## src/rtl/sw_debounce.sv

```systemverilog
`default_nettype none
// ============================================================================
// Module   : sw_debounce
// Purpose  : Four-channel switch conditioner. The raw switch pins are
//            synchronised with a two-flop chain and then bounce-filtered. Each
//            channel accepts a new level only after it has held for
//            DEBOUNCE_CYCLES consecutive synchronised cycles. The outputs feed
//            the full-adder/full-subtractor operand, carry and mode inputs.
// Ports    : CLK      - system clock, rising edge
//            RST      - synchronous active-high reset
//            SW_RAW   - raw asynchronous switch pins (bit0 -> SW1 .. bit3 -> SW4)
//            SW1..SW4 - debounced, registered switch levels
//            SW_RISE  - one-cycle pulse per channel on a debounced 0->1 change
//            SW_FALL  - one-cycle pulse per channel on a debounced 1->0 change
//            SETTLED  - high while every channel is idle (no qualification
//                       in progress)
// Revision : 1.0 - initial release
// ============================================================================
module sw_debounce #(
  parameter int DEBOUNCE_CYCLES = 50000,
  parameter int CNT_W           = 16
) (
  input  logic       CLK,
  input  logic       RST,
  input  logic [3:0] SW_RAW,
  output logic       SW1,
  output logic       SW2,
  output logic       SW3,
  output logic       SW4,
  output logic [3:0] SW_RISE,
  output logic [3:0] SW_FALL,
  output logic       SETTLED
);

  localparam int NUM_CH = 4;

  // Terminal count: the qualifying sample that sees cnt at this value
  // commits the new level. The compare happens before any increment, so
  // cnt never has to hold DEBOUNCE_CYCLES itself and cannot wrap.
  localparam logic [CNT_W-1:0] CNT_TERM = CNT_W'(DEBOUNCE_CYCLES - 1);

  typedef enum logic [0:0] {
    STABLE = 1'b0,
    COUNT  = 1'b1
  } state_t;

  // Two-flop synchroniser. Only sync2 is allowed to reach the filters.
  logic [NUM_CH-1:0] sync1;
  logic [NUM_CH-1:0] sync2;

  always_ff @(posedge CLK) begin
    if (RST) begin
      sync1 <= '0;
      sync2 <= '0;
    end else begin
      sync1 <= SW_RAW;
      sync2 <= sync1;
    end
  end

  logic [NUM_CH-1:0] level;
  logic [NUM_CH-1:0] rise;
  logic [NUM_CH-1:0] fall;
  logic [NUM_CH-1:0] idle;

  generate
    for (genvar g = 0; g < NUM_CH; g++) begin : g_ch
      state_t           state;
      state_t           state_next;
      logic [CNT_W-1:0] cnt;
      logic [CNT_W-1:0] cnt_next;
      logic             lvl;
      logic             lvl_next;
      logic             rise_q;
      logic             rise_next;
      logic             fall_q;
      logic             fall_next;

      always_ff @(posedge CLK) begin
        if (RST) begin
          state  <= STABLE;
          cnt    <= '0;
          lvl    <= 1'b0;
          rise_q <= 1'b0;
          fall_q <= 1'b0;
        end else begin
          state  <= state_next;
          cnt    <= cnt_next;
          lvl    <= lvl_next;
          rise_q <= rise_next;
          fall_q <= fall_next;
        end
      end

      always_comb begin
        state_next = state;
        cnt_next   = cnt;
        lvl_next   = lvl;
        rise_next  = 1'b0;
        fall_next  = 1'b0;
        case (state)
          STABLE: begin
            if (sync2[g] != lvl) begin
              // This sample is the first qualifying cycle.
              state_next = COUNT;
              cnt_next   = CNT_W'(1);
            end else begin
              cnt_next = '0;
            end
          end
          COUNT: begin
            if (sync2[g] == lvl) begin
              // Bounce back to the old level: discard all progress.
              state_next = STABLE;
              cnt_next   = '0;
            end else if (cnt == CNT_TERM) begin
              state_next = STABLE;
              cnt_next   = '0;
              lvl_next   = sync2[g];
              rise_next  = sync2[g];
              fall_next  = ~sync2[g];
            end else begin
              cnt_next = cnt + CNT_W'(1);
            end
          end
          default: begin
            state_next = STABLE;
            cnt_next   = '0;
          end
        endcase
      end

      assign level[g] = lvl;
      assign rise[g]  = rise_q;
      assign fall[g]  = fall_q;
      assign idle[g]  = (state == STABLE);
    end
  endgenerate

  assign SW1     = level[0];
  assign SW2     = level[1];
  assign SW3     = level[2];
  assign SW4     = level[3];
  assign SW_RISE = rise;
  assign SW_FALL = fall;
  assign SETTLED = &idle;

endmodule
`default_nettype wire

```

## config.mk

```make
export PLATFORM = sky130hd
export DESIGN_NAME = sw_debounce
export DESIGN_NICKNAME = d
export VERILOG_FILES = /design/src/rtl/sw_debounce.sv
export SDC_FILE = /design/constraint.sdc
export NUM_CORES = 1
export LEC_CHECK = 0
export BUFFER_PORTS_ARGS = -buffer_cell sky130_fd_sc_hd__buf_2
export CORE_ASPECT_RATIO = 0.6
export CORE_MARGIN = 4
export CORE_UTILIZATION = 45
export DETAILED_ROUTE_END_ITERATION = 8
export PLACE_DENSITY = 0.65
export SLEW_MARGIN = 20
export SYNTH_ARGS = -nofsm -noshare
export SYNTH_HDL_FRONTEND = slang
export SYNTH_SLANG_ARGS = --single-unit
```

## constraint.sdc

```tcl
create_clock -name CLK -period 1.65 [get_ports CLK]
set_input_delay 0 -clock CLK [delete_from_list [all_inputs] [get_ports CLK]]
set_output_delay 0 -clock CLK [all_outputs]
set_load 0.01 [all_outputs]
```

After elaboration in Yosys (flattened, before gate mapping)
Index checks and enable logic that the tools add are counted.

cells by class
  add/sub/neg operators = 4
  equal/unequal tests = 12
  mux-type cells = 32
  bitwise operators = 16
  reductions and logical operators = 9

operators by type and width
  cell                                            count
  2-to-1 mux 16 bit                               8
  one-hot mux 16 bit (2 select lines)             4
  adder 16 x 1 -> 16 bit (second input constant)  4
  == test 16 bit (second input constant)          4
  2-to-1 mux 1 bit                                16
  inverter 1 bit                                  16
  OR reduction 4 bit                              4
  AND reduction 3 bit                             4
  one-hot mux 1 bit (2 select lines)              4
  == test 1 bit                                   4
  inequality test 1 bit                           4
  AND reduction 4 bit                             1

storage, ports and cells
  register bits = 88
  input port bits = 6
  output and inout port bits = 13
  logic and storage cells = 95

Logic depth before layout (Yosys ltp)
  word-level depth = 4
  mapped depth = 7
  depth with buffers taken out = 5

Least setup slack after synthesis
Ideal clock, no wire load.

  kind = register to register
  start = register g_ch[2].cnt[7]
  end = register g_ch[2].cnt[8]
  library setup time = 0.115 ns
  arrival = 1.631 ns
  required time = 1.535 ns
  path slack = -0.095 ns
  cell stages (with the launch flop) = 7
  buffers on the path = 2
  period minus slack after synthesis = 1.745 ns
  cells stage by stage = dfxtp_1 or4b_4 nor4_4 or2_1 buf_4 buf_6 nor2_1

between the ends
  longest elaborated chain between the ends = 4
  elaborated cells between the ends (all ways) = 5
  classes of those cells = add/sub: 1; eq/ne: 1; mux: 3

ends and longest elaborated chain
  element                                                   RTL line  RTL
  from (decl)                                               70        logic [CNT_W-1:0] cnt;
  from (signal assigned)                                    88        cnt <= cnt_next;
  adder 16 x 1 -> 16 bit or == test 16 bit (tied branches)  123, 116
  2-to-1 mux 16 bit *                                       116       end else if (cnt == CNT_TERM) begin
  2-to-1 mux 16 bit *                                       112       if (sync2[g] == lvl) begin
  one-hot mux 16 bit (2 select lines) *                     101       case (state)

Mark *: on every way between the ends. The rest lies on a longest branch, timed or not.
A chain may end at the register's enable or synchronous reset.

Worst setup path in the final report
  start = register g_ch[2].cnt[11]
  end = register g_ch[2].cnt[7]

between the ends
  longest elaborated chain between the ends = 4

ends and longest elaborated chain
  element                              RTL line
  == test 16 bit                       116
  2-to-1 mux 16 bit                    116
  2-to-1 mux 16 bit                    112
  one-hot mux 16 bit (2 select lines)  101

No other way between the ends.

==> impl_metrics.tcl <==
set metrics [dict create \
    outcome "finished, violations left" \
    violations "setup timing" \
    die_h_um 78.9 \
    critical_path_class "register to register" \
    io-pin-count 19 \
    synth_top_area_cell "dfxtp_1" \
    drv_slew 0 \
    setup_viol 32 \
    track_usage 0.170 \
    layout_min_cycle_time_ns 1.71 \
    cts.path.max_buffers 2 \
    die_area_um2 9940 \
    powerDensity_nw_per_um2 970 \
    multiInputGateArea_um2 1960 \
    placed_area_um2 4270 \
    final_nets 493 \
    crit_path_cell_trace "or4b_4 -> nor4_4 -> or2_1 -> buf_4 -> nor2_1" \
    vdd_drop_max_uv 706 \
    synth_enable_flop_cells 0 \
    final_area_um2 4840 \
    critPathArrivalTime_ns 1.93 \
    cts_sinks 88 \
    synth_flop_cell "dfxtp_1" \
    grt_max_degree 16 \
    leakagePower_nw 1.73 \
    slew_headroom 0.554 \
    numCtsBuffers 9 \
    path_delay_family "simple AND/OR/NAND/NOR gates" \
    critPathLaunchType "register" \
    yosys_warnings 0 \
    seq_area_frac_synth 0.468 \
    syn_area_per_cell_um2 9.14 \
    final_cells 596 \
    regArea_um2 1780 \
    synth.top_cells.by_area "dfxtp_1 47%, xnor2_1 9.5%, nor2_1 6.6%" \
    path_buf_inv 1 \
    cap_viol_max_count 0 \
    antenna_found_initial 0 \
    period_share 1.03 \
    placed_cells 570 \
    fp-row-count 25 \
    synth_top_area_frac 0.468 \
    dr.pass1.iters 6 \
    nFillCells 725 \
    vias_per_cell 5.06 \
    critical_path.max_fanout 7 \
    gp_congestion 0.852 \
    antennaDiodeCount 0 \
    hold_viol 0 \
    synthMostInstantiatedCell "dfxtp_1" \
    grt_pass1_wl_um 13500 \
    insertion_delay_ns 0.34 \
    start_util 0.470 \
    area_delta_synth_final_pct 28.6 \
    worst_slack_ns -0.0550 \
    wl_per_cell_um 13.4 \
    tightest_slew_ns 0.667 \
    hold_path.class "primary input to register" \
    place_worst_setup_slack_ns -0.0890 \
    die_w_um 126 \
    portBuffers 18 \
    slowest_delay_ns 0.55 \
    grt_overflow 0 \
    cts_tree "yes" \
    route.detailed.drc 0 \
    drive_above_1_share 0.262 \
    ctsHtreeMaxLevel 3 \
    vias 3018 \
    synth-seq-cells 88 \
    end_kind "register" \
    async_reset_ff_frac 0 \
    syn_area_um2 3770 \
    drt_wl_total_um 7970 \
    cp.required_ns 1.88 \
    cts-root-buf "clkbuf_16" \
    rsz0062_at_grt "yes" \
    clk_pin_slew_ns 0.06 \
    ys_top_cells_by_count "88 x dfxtp_1, 66 x nor2_1, 41 x xnor2_1" \
    timing.fmax_mhz 587 \
    clock_skew_ns 0.00478 \
    slowest_stage "or4b_4" \
    antenna_left 0 \
    place_hpwl_um 5500 \
    synthDistinctLibCells 41 \
    fp.coreArea_um2 8010 \
    grt_pass1_vias 2840 \
    syn_nets 422 \
    drt-initial-drc-count 182 \
    synth_cells 412 \
]
-- stage by stage --
| step | util | setup TNS, ns | power [W] | hold slack (ns) |
|---|---|---|---|---|
| finish | 0.605 | -1.08 | 0.00470 | 0.0169 |
| global route | 0.605 | -3.37 | 0.00487 | 0.0176 |
| CTS | 0.592 | -0.890 | 0.00474 | 0.00473 |
| detailed placement | 0.533 | -1.77 | 0.00224 | 0.223 |
| global placement | 0.533 | -1.43 | 0.00224 | 0.209 |
| floorplan | - | -1.40 | 0.00222 | 0.0716 |
-- worst paths after layout --
kind,slack [ns],end,cells past startpoint,from
hold reg to reg,0.44,sync2[2]$_SDFF_PP0_,1,sync1[2]$_SDFF_PP0_
setup / recovery,-0.06,g_ch[2].cnt[7]$_SDFF_PP0_,5,g_ch[2].cnt[11]$_SDFF_PP0_
setup reg to reg,-0.06,g_ch[2].cnt[7]$_SDFF_PP0_,5,g_ch[2].cnt[11]$_SDFF_PP0_
hold / removal,0.02,sync2[0]$_SDFF_PP0_,2,RST
-- area by class of cell --
| cell class | count | share of cell area |
|---|---|---|
| flip-flops and latches | 88 | 0.367 |
| multi-input cells | 294 | 0.405 |
| repair buffers | 74 | 0.111 |
| clock inverters | 5 | 0.0264 |
| well taps | 108 | 0.0279 |
| clock buffers | 11 | 0.0501 |
| inverters | 16 | 0.0124 |
-- power by group --
| group | internal, W | leakage [nW] | switching [W] | total (W) |
|---|---|---|---|---|
| logic | 0.0000284 | 0.840 | 0.0000250 | 0.0000534 |
| registers | 0.00214 | 0.717 | 0.0000157 | 0.00215 |
| clock network | 0.00167 | 0.176 | 0.000815 | 0.00249 |
| total | 0.00384 | 1.73 | 0.000855 | 0.00470 |
-- registers in the layout (all words and copies together) (netlist names) --
register / cells
sync2: 4
SW4: 1
sync1: 4
g_ch.state: 4
SW1: 1
g_ch.rise_q: 4
g_ch.fall_q: 4
SW2: 1
g_ch.cnt: 64
SW3: 1
-- cell families (layout without fill, tap and decap cells) --
kind of cell	after synthesis	count (layout)	synth area share
AOI/OAI and AO/OA	24	24	0.0405
xor gates and xnor gates	55	55	0.128
buffers and inverters	31	106	0.0439
adders and majority gates	4	4	0.0133
DFF	88	88	0.468
and+or+nand+nor	210	211	0.307
-- cells in the final DEF, fill, tap and decap left out, types with 4 or more instances in the layout --
| master | netlist | final |
|---|---|---|
| inv_1 | 16 | 16 |
| nor2_2 | 0 | 9 |
| nand3_1 | 22 | 20 |
| nor2_1 | 66 | 57 |
| nand2_1 | 20 | 19 |
| o21ai_0 | 5 | 4 |
| nor2b_1 | 8 | 8 |
| ha_1 | 4 | 4 |
| nor4_1 | 10 | 10 |
| clkbuf_16 | 0 | 9 |
| and4_1 | 6 | 6 |
| a21boi_0 | 4 | 4 |
| and3_1 | 7 | 7 |
| nor3_1 | 18 | 18 |
| and2_1 | 5 | 5 |
| xor2_1 | 14 | 14 |
| bufinv_16 | 0 | 4 |
| nand4_1 | 17 | 17 |
| dfxtp_1 | 88 | 77 |
| buf_2 | 0 | 18 |
| dlygate4sd3_1 | 0 | 4 |
| a21oi_2 | 0 | 4 |
| xnor2_1 | 41 | 41 |
| buf_4 | 9 | 50 |
| dfxtp_2 | 0 | 10 |
-- repair_timing --
| action | in CTS | in global routing |
|---|---|---|
| endpoints found under the hold margin | 4 | 0 |
| pin swaps | 4 | 7 |
| setup buffers | 4 | 1 |
| setup endpoints to repair | 31 | 57 |
| hold buffers | 4 | 0 |
| gates resized for setup | 6 | 29 |
| cloned | 1 | 0 |
-- layer usage --
metal,track usage,vias up,part of all wire
met2,0.244,43,0.42
met1,0.240,1406,0.54
met3,0.0692,7,0.037
met4,0.0353,0,0.0085
li1,-,1562,-
met5,0,-,0
Note: power is estimated with default switching activity, not from simulation.
